`src/rtl/sync_fifo_ctrl_pkg.sv`:
```
// Shared FIFO definitions: default geometry, pointer width helper and the
// read-mode encodings used by the FIFO controller.
package fifo_pkg;

  localparam int DEF_DATA_WIDTH = 8;
  localparam int DEF_ADDR_WIDTH = 3;

  // Read presentation mode: registered read or first-word-fall-through
  typedef enum logic {
    MODE_STD  = 1'b0,
    MODE_FWFT = 1'b1
  } read_mode_e;

  // Pointers carry one extra wrap bit above the storage address
  function automatic int ptr_width(input int addr_width);
    return addr_width + 1;
  endfunction

endpackage

```
`src/rtl/sync_fifo_ctrl_if.sv`:
```
// Producer/consumer handshake bundle for the single-clock FIFO.
// master = the block driving requests, slave = the FIFO itself.
interface sync_fifo_ctrl_if
  import fifo_pkg::*;
#(
  parameter int DATA_WIDTH = DEF_DATA_WIDTH,
  parameter int ADDR_WIDTH = DEF_ADDR_WIDTH
) ();

  logic                  clear;
  logic                  wr_en;
  logic [DATA_WIDTH-1:0] wdata;
  logic                  rd_en;
  logic [DATA_WIDTH-1:0] rdata;
  logic                  rd_valid;
  logic                  full;
  logic                  empty;
  logic                  almost_full;
  logic                  almost_empty;
  logic [ADDR_WIDTH:0]   count;
  logic                  overflow;
  logic                  underflow;

  modport master (
    output clear, wr_en, wdata, rd_en,
    input  rdata, rd_valid, full, empty, almost_full, almost_empty,
           count, overflow, underflow
  );

  modport slave (
    input  clear, wr_en, wdata, rd_en,
    output rdata, rd_valid, full, empty, almost_full, almost_empty,
           count, overflow, underflow
  );

endinterface

```
`src/rtl/sync_fifo_ctrl_ram.sv`:
```
// FIFO storage: 1 write / 1 read register array with a clocked write port
// and an asynchronous read port. Contents are deliberately not reset.
module sync_fifo_ram #(
  parameter int DATA_WIDTH = 8,
  parameter int ADDR_WIDTH = 3
) (
  input  logic                  clk,
  input  logic                  we,
  input  logic [ADDR_WIDTH-1:0] waddr,
  input  logic [DATA_WIDTH-1:0] wdata,
  input  logic [ADDR_WIDTH-1:0] raddr,
  output logic [DATA_WIDTH-1:0] rdata
);

  logic [DATA_WIDTH-1:0] mem [2**ADDR_WIDTH];

  // Store the incoming word on an accepted write
  always_ff @(posedge clk) begin
    if (we) mem[waddr] <= wdata;
  end

  assign rdata = mem[raddr];

endmodule

```
`src/rtl/sync_fifo_ctrl.sv`:
```
// Single-clock FIFO controller: pointers, occupancy, registered status flags,
// sticky error bits, synchronous flush, and standard or FWFT read output.
module sync_fifo_ctrl
  import fifo_pkg::*;
#(
  parameter int DATA_WIDTH = DEF_DATA_WIDTH,
  parameter int ADDR_WIDTH = DEF_ADDR_WIDTH,
  parameter int AF_LEVEL   = 6,
  parameter int AE_LEVEL   = 1,
  parameter int FWFT       = 0
) (
  input logic             clk,
  input logic             rst_n,
  sync_fifo_ctrl_if.slave bus
);

  localparam int PW = ptr_width(ADDR_WIDTH);
  typedef logic [PW-1:0] ptr_t;

  localparam ptr_t ONE        = ptr_t'(1);
  localparam ptr_t AF_COUNT   = ptr_t'(AF_LEVEL);
  localparam ptr_t AE_COUNT   = ptr_t'(AE_LEVEL);
  localparam logic AF_AT_ZERO = (AF_LEVEL == 0);
  localparam bit   FWFT_MODE  = (FWFT == int'(MODE_FWFT));

  ptr_t wptr, rptr, count_q;
  ptr_t wptr_next, rptr_next, count_next;
  logic full_q, empty_q, af_q, ae_q, ovf_q, udf_q;
  logic full_next, empty_next;
  logic wr_accept, rd_accept;
  logic [DATA_WIDTH-1:0] ram_rdata;

  // Accept decisions use the flags registered at the start of the cycle
  assign wr_accept = bus.wr_en & ~full_q  & ~bus.clear;
  assign rd_accept = bus.rd_en & ~empty_q & ~bus.clear;

  // Next pointer/occupancy; flush returns everything to the empty state
  always_comb begin
    wptr_next  = wptr;
    rptr_next  = rptr;
    count_next = count_q;
    if (bus.clear) begin
      wptr_next  = '0;
      rptr_next  = '0;
      count_next = '0;
    end else begin
      if (wr_accept) wptr_next = wptr + ONE;
      if (rd_accept) rptr_next = rptr + ONE;
      case ({wr_accept, rd_accept})
        2'b10:   count_next = count_q + ONE;
        2'b01:   count_next = count_q - ONE;
        default: count_next = count_q;
      endcase
    end
    empty_next = (wptr_next == rptr_next);
    full_next  = (wptr_next[PW-1] != rptr_next[PW-1]) &&
                 (wptr_next[PW-2:0] == rptr_next[PW-2:0]);
  end

  // Pointer, count and status flag registers
  always_ff @(posedge clk or negedge rst_n) begin
    if (!rst_n) begin
      wptr    <= '0;
      rptr    <= '0;
      count_q <= '0;
      full_q  <= 1'b0;
      empty_q <= 1'b1;
      af_q    <= AF_AT_ZERO;
      ae_q    <= 1'b1;
    end else begin
      wptr    <= wptr_next;
      rptr    <= rptr_next;
      count_q <= count_next;
      full_q  <= full_next;
      empty_q <= empty_next;
      af_q    <= (count_next >= AF_COUNT);
      ae_q    <= (count_next <= AE_COUNT);
    end
  end

  // Sticky error bits: set by a rejected access, cleared only by reset/flush
  always_ff @(posedge clk or negedge rst_n) begin
    if (!rst_n) begin
      ovf_q <= 1'b0;
      udf_q <= 1'b0;
    end else if (bus.clear) begin
      ovf_q <= 1'b0;
      udf_q <= 1'b0;
    end else begin
      ovf_q <= ovf_q | (bus.wr_en & full_q);
      udf_q <= udf_q | (bus.rd_en & empty_q);
    end
  end

  sync_fifo_ram #(
    .DATA_WIDTH (DATA_WIDTH),
    .ADDR_WIDTH (ADDR_WIDTH)
  ) u_ram (
    .clk   (clk),
    .we    (wr_accept),
    .waddr (wptr[ADDR_WIDTH-1:0]),
    .wdata (bus.wdata),
    .raddr (rptr[ADDR_WIDTH-1:0]),
    .rdata (ram_rdata)
  );

  generate
    if (FWFT_MODE) begin : g_fwft
      assign bus.rdata    = ram_rdata;
      assign bus.rd_valid = ~empty_q;
    end else begin : g_std
      logic [DATA_WIDTH-1:0] rdata_q;
      logic                  rd_valid_q;

      // Registered read: capture the head word on a pop, valid for one cycle
      always_ff @(posedge clk or negedge rst_n) begin
        if (!rst_n) begin
          rdata_q    <= '0;
          rd_valid_q <= 1'b0;
        end else begin
          rd_valid_q <= rd_accept;
          if (rd_accept) rdata_q <= ram_rdata;
        end
      end

      assign bus.rdata    = rdata_q;
      assign bus.rd_valid = rd_valid_q;
    end
  endgenerate

  assign bus.full         = full_q;
  assign bus.empty        = empty_q;
  assign bus.almost_full  = af_q;
  assign bus.almost_empty = ae_q;
  assign bus.count        = count_q;
  assign bus.overflow     = ovf_q;
  assign bus.underflow    = udf_q;

endmodule

```
`src/flat_wrapper.sv`:
```
// flat-port wrapper written by rule: the top's interface ports become plain ports
module sync_fifo_ctrl_flat import fifo_pkg::*;
#(
  parameter int DATA_WIDTH = DEF_DATA_WIDTH,
  parameter int ADDR_WIDTH = DEF_ADDR_WIDTH,
  parameter int AF_LEVEL   = 6,
  parameter int AE_LEVEL   = 1,
  parameter int FWFT       = 0
)
  (clk, rst_n, bus_clear, bus_wr_en, bus_wdata, bus_rd_en, bus_rdata, bus_rd_valid, bus_full, bus_empty, bus_almost_full, bus_almost_empty, bus_count, bus_overflow, bus_underflow);
  sync_fifo_ctrl_if #(.DATA_WIDTH(DATA_WIDTH), .ADDR_WIDTH(ADDR_WIDTH)) bus_i ();
  input logic clk;
  input logic rst_n;
  input wire logic [$bits(bus_i.clear)-1:0] bus_clear;
  input wire logic [$bits(bus_i.wr_en)-1:0] bus_wr_en;
  input wire logic [$bits(bus_i.wdata)-1:0] bus_wdata;
  input wire logic [$bits(bus_i.rd_en)-1:0] bus_rd_en;
  output wire logic [$bits(bus_i.rdata)-1:0] bus_rdata;
  output wire logic [$bits(bus_i.rd_valid)-1:0] bus_rd_valid;
  output wire logic [$bits(bus_i.full)-1:0] bus_full;
  output wire logic [$bits(bus_i.empty)-1:0] bus_empty;
  output wire logic [$bits(bus_i.almost_full)-1:0] bus_almost_full;
  output wire logic [$bits(bus_i.almost_empty)-1:0] bus_almost_empty;
  output wire logic [$bits(bus_i.count)-1:0] bus_count;
  output wire logic [$bits(bus_i.overflow)-1:0] bus_overflow;
  output wire logic [$bits(bus_i.underflow)-1:0] bus_underflow;
  assign bus_i.clear = bus_clear;
  assign bus_i.wr_en = bus_wr_en;
  assign bus_i.wdata = bus_wdata;
  assign bus_i.rd_en = bus_rd_en;
  assign bus_rdata = bus_i.rdata;
  assign bus_rd_valid = bus_i.rd_valid;
  assign bus_full = bus_i.full;
  assign bus_empty = bus_i.empty;
  assign bus_almost_full = bus_i.almost_full;
  assign bus_almost_empty = bus_i.almost_empty;
  assign bus_count = bus_i.count;
  assign bus_overflow = bus_i.overflow;
  assign bus_underflow = bus_i.underflow;
  sync_fifo_ctrl #(.DATA_WIDTH(DATA_WIDTH), .ADDR_WIDTH(ADDR_WIDTH), .AF_LEVEL(AF_LEVEL), .AE_LEVEL(AE_LEVEL), .FWFT(FWFT)) u_core (.clk(clk), .rst_n(rst_n), .bus(bus_i));
endmodule
```
`config.mk`:
```
export PLATFORM = sky130hd
export DESIGN_NAME = sync_fifo_ctrl_flat
export DESIGN_NICKNAME = d
export VERILOG_FILES = /design/src/rtl/sync_fifo_ctrl_pkg.sv /design/src/rtl/sync_fifo_ctrl_if.sv /design/src/rtl/sync_fifo_ctrl_ram.sv /design/src/rtl/sync_fifo_ctrl.sv /design/src/flat_wrapper.sv
export SDC_FILE = /design/constraint.sdc
export NUM_CORES = 1
export LEC_CHECK = 0
export CORE_UTILIZATION = 62
export CTS_CLUSTER_SIZE = 8
export DETAILED_ROUTE_END_ITERATION = 7
export PLACE_DENSITY = 0.87
export SYNTH_ARGS = -nofsm -noshare
export SYNTH_HDL_FRONTEND = slang
export SYNTH_HIERARCHICAL = 1
export SYNTH_SLANG_ARGS = --single-unit
```
`constraint.sdc`:
```
create_clock -name clk -period 7.2 [get_ports clk]
set_clock_uncertainty 0.2 [all_clocks]
set_input_delay 1.08 -clock clk [delete_from_list [all_inputs] [get_ports clk]]
set_output_delay 1.08 -clock clk [all_outputs]
set_load 0.02 [all_outputs]
```
**Word-level counts from Yosys, hierarchy flattened**

Memories as Yosys holds them, arrays and structs flattened. A register that Yosys moved wholly into a read port is not among the register bits.
Cells that the tools add are included.

- Flip-flop bits (word level): 19
- Bits in latches: 0
- Bits in writable memories: 64
- Bits in read-only memories: 0
- Output and inout port bits: 19
- Logic and storage cells: 45
- Memories: 1

- Add/sub/neg operators: 4
- Multipliers: 0
- Div/mod/pow operators: 0
- Order comparisons: 2
- Eq/ne operators: 5
- Shifts and indexed selects: 0
- Muxes and demuxes: 10
- Bitwise gates (word level): 11
- Reduce and logical (&&, ||, !) cells: 2

Memories:

| memory | words | width | read ports | clocked after memory_dff | write ports | RTL line | source |
|---|---|---|---|---|---|---|---|
| u_core.u_ram.mem | 8 | 8 | 1 | 1 | 1 | sync_fifo_ctrl_ram.sv:15 | `logic [DATA_WIDTH-1:0] mem [2**ADDR_WIDTH];` |

Operators with widths:

| operator | count |
|---|---|
| 4-bit two-way mux | 5 |
| 4-bit by 1-bit adder with 4-bit output (second input constant) | 3 |
| 4-bit one-hot mux with 2 select lines | 1 |
| 1-bit AND | 6 |
| 4-bit == test | 1 |
| 4-bit by 3-bit greater-or-equal comparator with 1-bit output (second input constant) | 1 |
| 4-bit by 1-bit less-or-equal comparator with 1-bit output (second input constant) | 1 |
| 1-bit two-way mux | 4 |
| 4-bit by 1-bit subtractor with 4-bit output (second input constant) | 1 |
| 3-bit == test | 1 |
| 1-bit inverter | 3 |
| 2-bit by 1-bit == test with 1-bit output (second input constant) | 1 |
| 2-bit == test (second input constant) | 1 |
| 1-bit OR | 2 |
| 1-bit logical AND | 1 |
| 1-bit zero test | 1 |
| 1-bit != test | 1 |

**Longest topological paths before layout**

Gate-level depths: netlist of run 1.

- Depth after elaboration: 7
- Gate-level depth with buffers: 11
- Mapped depth without buffers: 10

**By module**

Netlist of run 1, hierarchy kept.

Modules (own cells, without submodules):

| module | instances | cells each | area each (um^2) |
|---|---|---|---|
| sync_fifo_ram | 1 | 106 | 2,531.2 |
| sync_fifo_ctrl | 1 | 136 | 1,305.0 |

**Worst setup path before layout of run 1**

OpenSTA, ideal clock, no wires.

- Path kind: input to register
- Start point: in bus_clear
- End point: reg u_core.af_q, in the netlist u_core/bus.almost_full
- Data arrival time: 3,117 ps
- Setup slack: 3,765 ps
- Stages on the path: 11
- Path buffers: 1
- Path through: or3b_1 > inv_2 > clkbuf_1 > nand2_1 > xnor2_1 > ha_1 > a21oi_1 > nand3_1 > a21oi_1 > mux2_2 > a21o_1

- Cells in the longest elaborated chain, start to end: 6
- Elaborated cells on any way between the ends: 8
- Classes of those cells: 1 x order compare; 2 x eq/ne; 2 x mux; 3 x bitwise

Ends and longest elaborated chain:

| item | RTL line | source |
|---|---|---|
| start: declaration | flat_wrapper.sv:14 | `input wire logic [$bits(bus_i.clear)-1:0] bus_clear;` |
| 1-bit inverter * | sync_fifo_ctrl.sv:35 | `assign rd_accept = bus.rd_en & ~empty_q & ~bus.clear;` |
| 1-bit AND * | sync_fifo_ctrl.sv:35 |  |
| net u_core.rd_accept | sync_fifo_ctrl.sv:30 | `logic wr_accept, rd_accept;` |
| 2-bit by 1-bit == test with 1-bit output or 2-bit == test (tied branches) | sync_fifo_ctrl.sv:49 | `case ({wr_accept, rd_accept})` |
| 4-bit one-hot mux with 2 select lines * | sync_fifo_ctrl.sv:49 |  |
| 4-bit two-way mux * | sync_fifo_ctrl.sv:42 | `if (bus.clear) begin` |
| net u_core.count_next[2] | sync_fifo_ctrl.sv:27 | `ptr_t wptr_next, rptr_next, count_next;` |
| 4-bit by 3-bit greater-or-equal comparator with 1-bit output * | sync_fifo_ctrl.sv:76 | `af_q <= (count_next >= AF_COUNT);` |
| end signal: assignment | sync_fifo_ctrl.sv:76 |  |
| end: declaration | sync_fifo_ctrl.sv:28 | `logic full_q, empty_q, af_q, ae_q, ovf_q, udf_q;` |

Mark *: on every way through the listed nets, which the timed path passes. The rest lies on a longest branch.

**Worst setup path after layout of run 1**

- Start point: in bus_clear
- End point: reg u_core.af_q, in the netlist u_core/bus.almost_full

- Cells in the longest elaborated chain, start to end: 6
- Elaborated cells on any way between the ends: 8
- Classes of those cells: 1 x order compare; 2 x eq/ne; 2 x mux; 3 x bitwise

Ends and longest elaborated chain:

| item | RTL line |
|---|---|
| 1-bit inverter | sync_fifo_ctrl.sv:34, sync_fifo_ctrl.sv:35 |
| 1-bit AND (on tied branches) | sync_fifo_ctrl.sv:35, sync_fifo_ctrl.sv:34 |
| 2-bit by 1-bit == test with 1-bit output or 2-bit == test (tied branches) | sync_fifo_ctrl.sv:49 |
| 4-bit one-hot mux with 2 select lines | sync_fifo_ctrl.sv:49 |
| 4-bit two-way mux * | sync_fifo_ctrl.sv:42 |
| net u_core.count_next[2] | sync_fifo_ctrl.sv:27 |
| 4-bit by 3-bit greater-or-equal comparator with 1-bit output * | sync_fifo_ctrl.sv:76 |

Marked as above.

==> results of run 1 <==
[routing by layer]
layer,share of wire,track usage,routed length [um]
met4,0.036,0.163,248
met1,0.40,0.283,2760
met5,0,0,0
met2,0.51,0.409,3550
met3,0.061,0.0614,423
[kinds of logic after synthesis]
family / after synthesis
flops: 91
xor+xnor: 9
fa+ha+maj: 4
mux: 29
buf+inv: 17
compound gates: 19
simple gates: 73
[synth_stat cells (4+ instances only)]
| library cell | count |
|---|---|
| a21oi_1 | 8 |
| clkbuf_1 | 5 |
| dfrtp_1 | 25 |
| edfxtp_1 | 64 |
| ha_1 | 4 |
| inv_1 | 5 |
| mux2_2 | 10 |
| mux4_1 | 15 |
| nand2_1 | 30 |
| nand2b_1 | 5 |
| nand3_1 | 4 |
| nor2_1 | 21 |
| nor3_1 | 4 |
| xor2_1 | 6 |
[how the worst max path moves through the flow]
stage	start	endpoint	slack (ns)
6_report	bus_clear	u_core/bus.almost_full$_DFF_PN0_	3.33
5_1_grt	bus_clear	u_core/bus.almost_empty$_DFF_PN1_	3.11
4_1_cts	bus_clear	u_core/bus.almost_full$_DFF_PN0_	3.32
3_5_place_dp	bus_clear	u_core/bus.almost_full$_DFF_PN0_	2.93
3_3_place_gp	bus_clear	u_core/bus.almost_full$_DFF_PN0_	3.05
2_1_floorplan	bus_clear	u_core/bus.almost_full$_DFF_PN0_	3.76
[worst max-delay path, stage by stage]
cell	delay (ns)
clkdlybuf4s50_1	0.40
buf_4	0.21
or3b_1	0.55
inv_2	0.27
nand2_1	0.10
xnor2_1	0.14
ha_1	0.18
a21oi_1	0.16
nand3_1	0.09
a21oi_1	0.19
mux2_2	0.38
a21o_1	0.18
[flip-flops by register name (all words and copies together) (netlist names), 4 cells and up]
| signal | cells |
|---|---|
| u_core/u_ram/mem | 64 |
| u_core/bus.rdata | 8 |
| u_core/bus.count | 4 |
| u_core/rptr | 4 |
| u_core/wptr | 4 |
[layout make-up]
| type | instances | area [um2] |
|---|---|---|
| Tap cell | 75 | 93.8 |
| Inverter | 6 | 22.5 |
| Multi-Input combinational cell | 134 | 1140 |
| Fill cell | 350 | 1540 |
| Clock inverter | 7 | 91.3 |
| Timing Repair Buffer | 35 | 340 |
| Clock buffer | 9 | 124 |
| Sequential cell | 91 | 2600 |
[report_power, final]
| group | total [W] | leakage, nW | switching [W] | internal [W] |
|---|---|---|---|---|
| registers | 0.000632 | 0.932 | 0.0000336 | 0.000599 |
| logic | 0.000204 | 0.624 | 0.000101 | 0.000103 |
| clock network | 0.000362 | 0.106 | 0.000193 | 0.000169 |
[metrics by stage]
step	cell area, um2	setup WS [ns]	total power [W]
global placement	4200	3.05	0.000837
global route	4420	3.11	0.00125
finish	4420	3.33	0.00120
detailed placement	4200	2.93	0.000847
floorplan	3840	3.76	0.000759
CTS	4420	3.32	0.00121
==> qor.csv, run 1 <==
metric;value;unit
status;completed;
synthCells;242;
synth-main-ff-cell;edfxtp_1;
cts_resized;0;
maxCapViolCount;0;
ys_ff_latch;91;
max_freq;258;MHz
slew_headroom;0.381;
rr_startpoint;u_core/bus.empty$_DFF_PN1_;
hold_viol_final;0;
synth_seq_area_share;0.678;
yosysWarnings;6;
final_nets;294;
wirelength;6.98;mm
mappedNetlistArea;3840;um2
worstPathArrival;3.94;ns
synth_fa_ha_area_frac;0.0130;
hpwl;4.46;mm
cts.sinks;91;
gp_congestion;0.806;
clockBufferDepth;2;
syn_nets;259;
syn2layout_area_growth;15.1;%
antenna_left;0;
viasPerCell;6.12;
synth_top_family_by_area;multiplexers;
grt_pass1_wl;11.0;mm
overflow;0;
ir_drop;167;uV
diodes;0;
drcViolationCount;0;
rsz0062_at_grt;false;
hold_class;reg2reg;
start_kind;input port;
rows;28;
holdCritStartpoint;u_core/bus.rdata[2]$_DFFE_PN0P_;
p_per_area;271;nW/um2
synthSimpleGateAreaFrac;0.0871;
grt_usage;0.247;
cp_max_fo;25;
synth_compound_area_frac;0.0320;
clk_latency;0.37;ns
hold_depth;2;
synthMuxAreaShare;0.146;
fp.dieW;80.7;um
setup_viol;0;
core-area;5960;um2
regToRegEndpoint;u_core/bus.almost_full$_DFF_PN0_;
antenna_found_initial;0;
timing.final.crit_share;0.538;
tightest_slew;0.929;ns
dr.first_iter.drc_count;149;
io_pins;32;
layout_commonest_cell;edfxtp_1;
synth_area_leaders;edfxtp_1 (50%), dfrtp_1 (16%), mux4_1 (10%);
root_buffer;clkbuf_8;
cp_data_required_time;7.27;ns
leakagePower;1.66;nW
synth_edf_count;64;
synthXorXnorAreaFrac;0.0205;
path_clk_slew;0.09;ns
finalSetupTns;0;ns
endpoint_kind;flip-flop;
criticalPathCategory;in2reg;
synth.distinct_cells;37;
final_core_util;0.742;
die_y;80.7;um
drive_above_1_share;0.128;
grt_pass1_vias;2178;
dp.cells;341;
dieArea;6510;um2
numCtsBuffers;9;
holdWs;0.284;ns
vias;2185;
synth_area_per_cell;15.9;um2
rrSetupSlack;4.24;ns
drv_slew;0;
start_util;0.644;
async_flop_share;0.297;
reg2regPathDepth;10;
drt-pass1-iter-count;4;
fin_cells;357;
worst_hold_path.endpoint;u_core/bus.rdata[2]$_DFFE_PN0P_;
htree_levels;3;
cts_hold_buf;0;
grt_max_degree;28;
fin_crit;3.87;ns
yosysTopAreaCell;edfxtp_1;
cts_setup_buffers;0;
io_buffer_count;31;
final_cell_mix;edfxtp_1 (64), clkdlybuf4s50_1 (31), nand2_1 (30);
cts_tree;built;
synth_top_area_share;0.501;
wl_per_cell;19.5;um
(Power assumes the default switching activity.)
==> run 2, diff against run 1 <==
--- a/config.mk
+++ b/config.mk
@@ -5,10 +5,10 @@
 export SDC_FILE = /design/constraint.sdc
 export NUM_CORES = 1
 export LEC_CHECK = 0
-export CORE_UTILIZATION = 62
+export CORE_UTILIZATION = 52
 export CTS_CLUSTER_SIZE = 8
 export DETAILED_ROUTE_END_ITERATION = 7
-export PLACE_DENSITY = 0.87
+export PLACE_DENSITY = 0.79
 export SYNTH_ARGS = -nofsm -noshare
 export SYNTH_HDL_FRONTEND = slang
 export SYNTH_HIERARCHICAL = 1
==> constraint.sdc (replaced) <==
create_clock -name clk -period 3.2 [get_ports clk]
set_clock_uncertainty 0.2 [all_clocks]
set_input_delay 0.48 -clock clk [delete_from_list [all_inputs] [get_ports clk]]
set_output_delay 0.48 -clock clk [all_outputs]
set_load 0.02 [all_outputs]
==> qor.csv, run 2 (synthesis gave the netlist of run 1 again) <==
metric;value;unit
io_pins;32;
antenna_left;0;
maxCapViolCount;0;
largest_reg_flops;64;
hold_class;reg2reg;
stdcell_area;4560;um2
slew_headroom;0.660;
numCtsBuffers;9;
rr_startpoint;u_core/bus.empty$_DFF_PN1_;
drive_above_1_share;0.180;
largest_register;u_core/u_ram/mem;
criticalPathCategory;in2reg;
drt-pass1-iter-count;6;
core-area;6940;um2
antenna_found_initial;0;
p_per_area;575;nW/um2
grt_usage;0.195;
io_buffer_count;31;
grt_pass1_vias;2076;
cts_tree;built;
drcViolationCount;0;
critical_path.endpoint;u_core/bus.almost_full$_DFF_PN0_;
endpoint_kind;flip-flop;
final_cell_mix;edfxtp_1 (64), clkdlybuf4s50_1 (31), nand2_1 (30);
finalSetupTns;0;ns
start_util;0.552;
p_sw;0.000732;W
reg2regPathDepth;8;
ir_drop;291;uV
regArea;2600;um2
fp.dieW;87.9;um
fin_crit;2.78;ns
p_seq_frac;0.536;
multi_input_area;1140;um2
setup_viol;0;
syn2layout_area_growth;18.8;%
drv_slew;0;
cts_resized;0;
final_nets;312;
cp_max_fo;3;
clk_latency;0.36;ns
cts_hold_buf;0;
start_kind;input port;
rrSetupSlack;0.58;ns
overflow;0;
leakagePower;1.75;nW
grt_max_degree;28;
max_freq;360;MHz
pre_cts_ws;0.0455;ns
grt_pass1_wl;10.5;mm
swShare;0.279;
regToRegEndpoint;u_core/bus.almost_full$_DFF_PN0_;
tightest_slew;0.510;ns
power_frac_comb;0.180;
diodes;0;
pwr-share-clk;0.284;
cp_data_required_time;3.26;ns
wirelength;6.61;mm
layout_commonest_cell;edfxtp_1;
htree_levels;3;
cts.sinks;91;
gp_congestion;0.832;
p_int;0.00189;W
fin_ws;0.419;ns
placed_area;4360;um2
crit_path_start;bus_rd_en;
wl_per_cell;16.7;um
vias;2111;
timing.final.crit_share;0.869;
hpwl;4.61;mm
worstPathArrival;2.85;ns
rows;30;
dr.first_iter.drc_count;137;
path_clk_slew;0.10;ns
root_buffer;clkbuf_8;
dieArea;7720;um2
viasPerCell;5.33;
cts_setup_buffers;0;
rsz0062_at_grt;false;
hold_viol_final;0;
fillers;486;
status;completed;
clockBufferDepth;2;
die_y;87.9;um
-- run 2: worst max-delay path: stages --
cell	delay [ns]
clkdlybuf4s50_1	0.47
or3b_1	0.40
inv_1	0.08
ha_1	0.18
a21oi_1	0.05
a211o_1	0.27
a221oi_1	0.35
mux2_2	0.41
a21o_1	0.16
-- run 2: area by class of cell --
type	count	area share
flip-flops and latches	91	0.571
repair buffers	53	0.104
clock buffers	9	0.0272
clock inverters	7	0.0154
well taps	96	0.0264
inverters	6	0.00494
multi-input cells	134	0.251
-- run 2: how the worst min path moves through the flow --
stage / from / endpoint / cells past startpoint
after floorplan: rst_n / u_core/bus.almost_full$_DFF_PN0_ / 0
after global placement: u_core/bus.rdata[0]$_DFFE_PN0P_ / u_core/bus.rdata[0]$_DFFE_PN0P_ / 2
after detailed placement: u_core/bus.rdata[2]$_DFFE_PN0P_ / u_core/bus.rdata[2]$_DFFE_PN0P_ / 2
after CTS: rst_n / u_core/bus.count[3]$_DFF_PN0_ / 2
after global routing: u_core/bus.rdata[5]$_DFFE_PN0P_ / u_core/bus.rdata[5]$_DFFE_PN0P_ / 2
final: u_core/bus.rdata[5]$_DFFE_PN0P_ / u_core/bus.rdata[5]$_DFFE_PN0P_ / 2
-- run 2: per-layer routing --
layer	wire, um	GRT usage	vias up
li1	-	-	1026
met1	2940	0.243	1037
met2	3320	0.329	38
met3	228	0.0377	10
met4	122	0.0969	0
met5	0	0	-
-- run 2: power by group through the flow --
stage                     Combinational (W)  Sequential, W  Clock (W)
after global routing               0.000515        0.00142   0.000812
after floorplan                    0.000211        0.00150          0
after detailed placement           0.000474        0.00144          0
final                              0.000471        0.00141   0.000745
after global placement             0.000466        0.00143          0
after CTS                          0.000476        0.00141   0.000764
-- run 2: through the flow --
stage / utilization / hold slack (ns) / instances / total power, W
after floorplan: - / -0.0156 / 242 / 0.00171
after global placement: 0.628 / 0.258 / 380 / 0.00190
after detailed placement: 0.628 / 0.262 / 380 / 0.00191
after CTS: 0.656 / 0.285 / 396 / 0.00265
after global routing: 0.656 / 0.294 / 396 / 0.00275
final: 0.656 / 0.278 / 396 / 0.00262
==> run 3, diff against run 2 <==
==> constraint.sdc (replaced) <==
create_clock -name clk -period 3.2 [get_ports clk]
set_clock_uncertainty 0.2 [all_clocks]
set_input_delay 0.48 -clock clk [delete_from_list [all_inputs] [get_ports clk]]
set_output_delay 0.48 -clock clk [all_outputs]
set_load 0.05 [all_outputs]
==> results of run 3 <==
The final DEF is identical to that of run 2. Status: completed.
Among the figures that moved: total power 0.00262 W -> 0.00277 W; worst IR drop on VDD 291 uV -> 292 uV
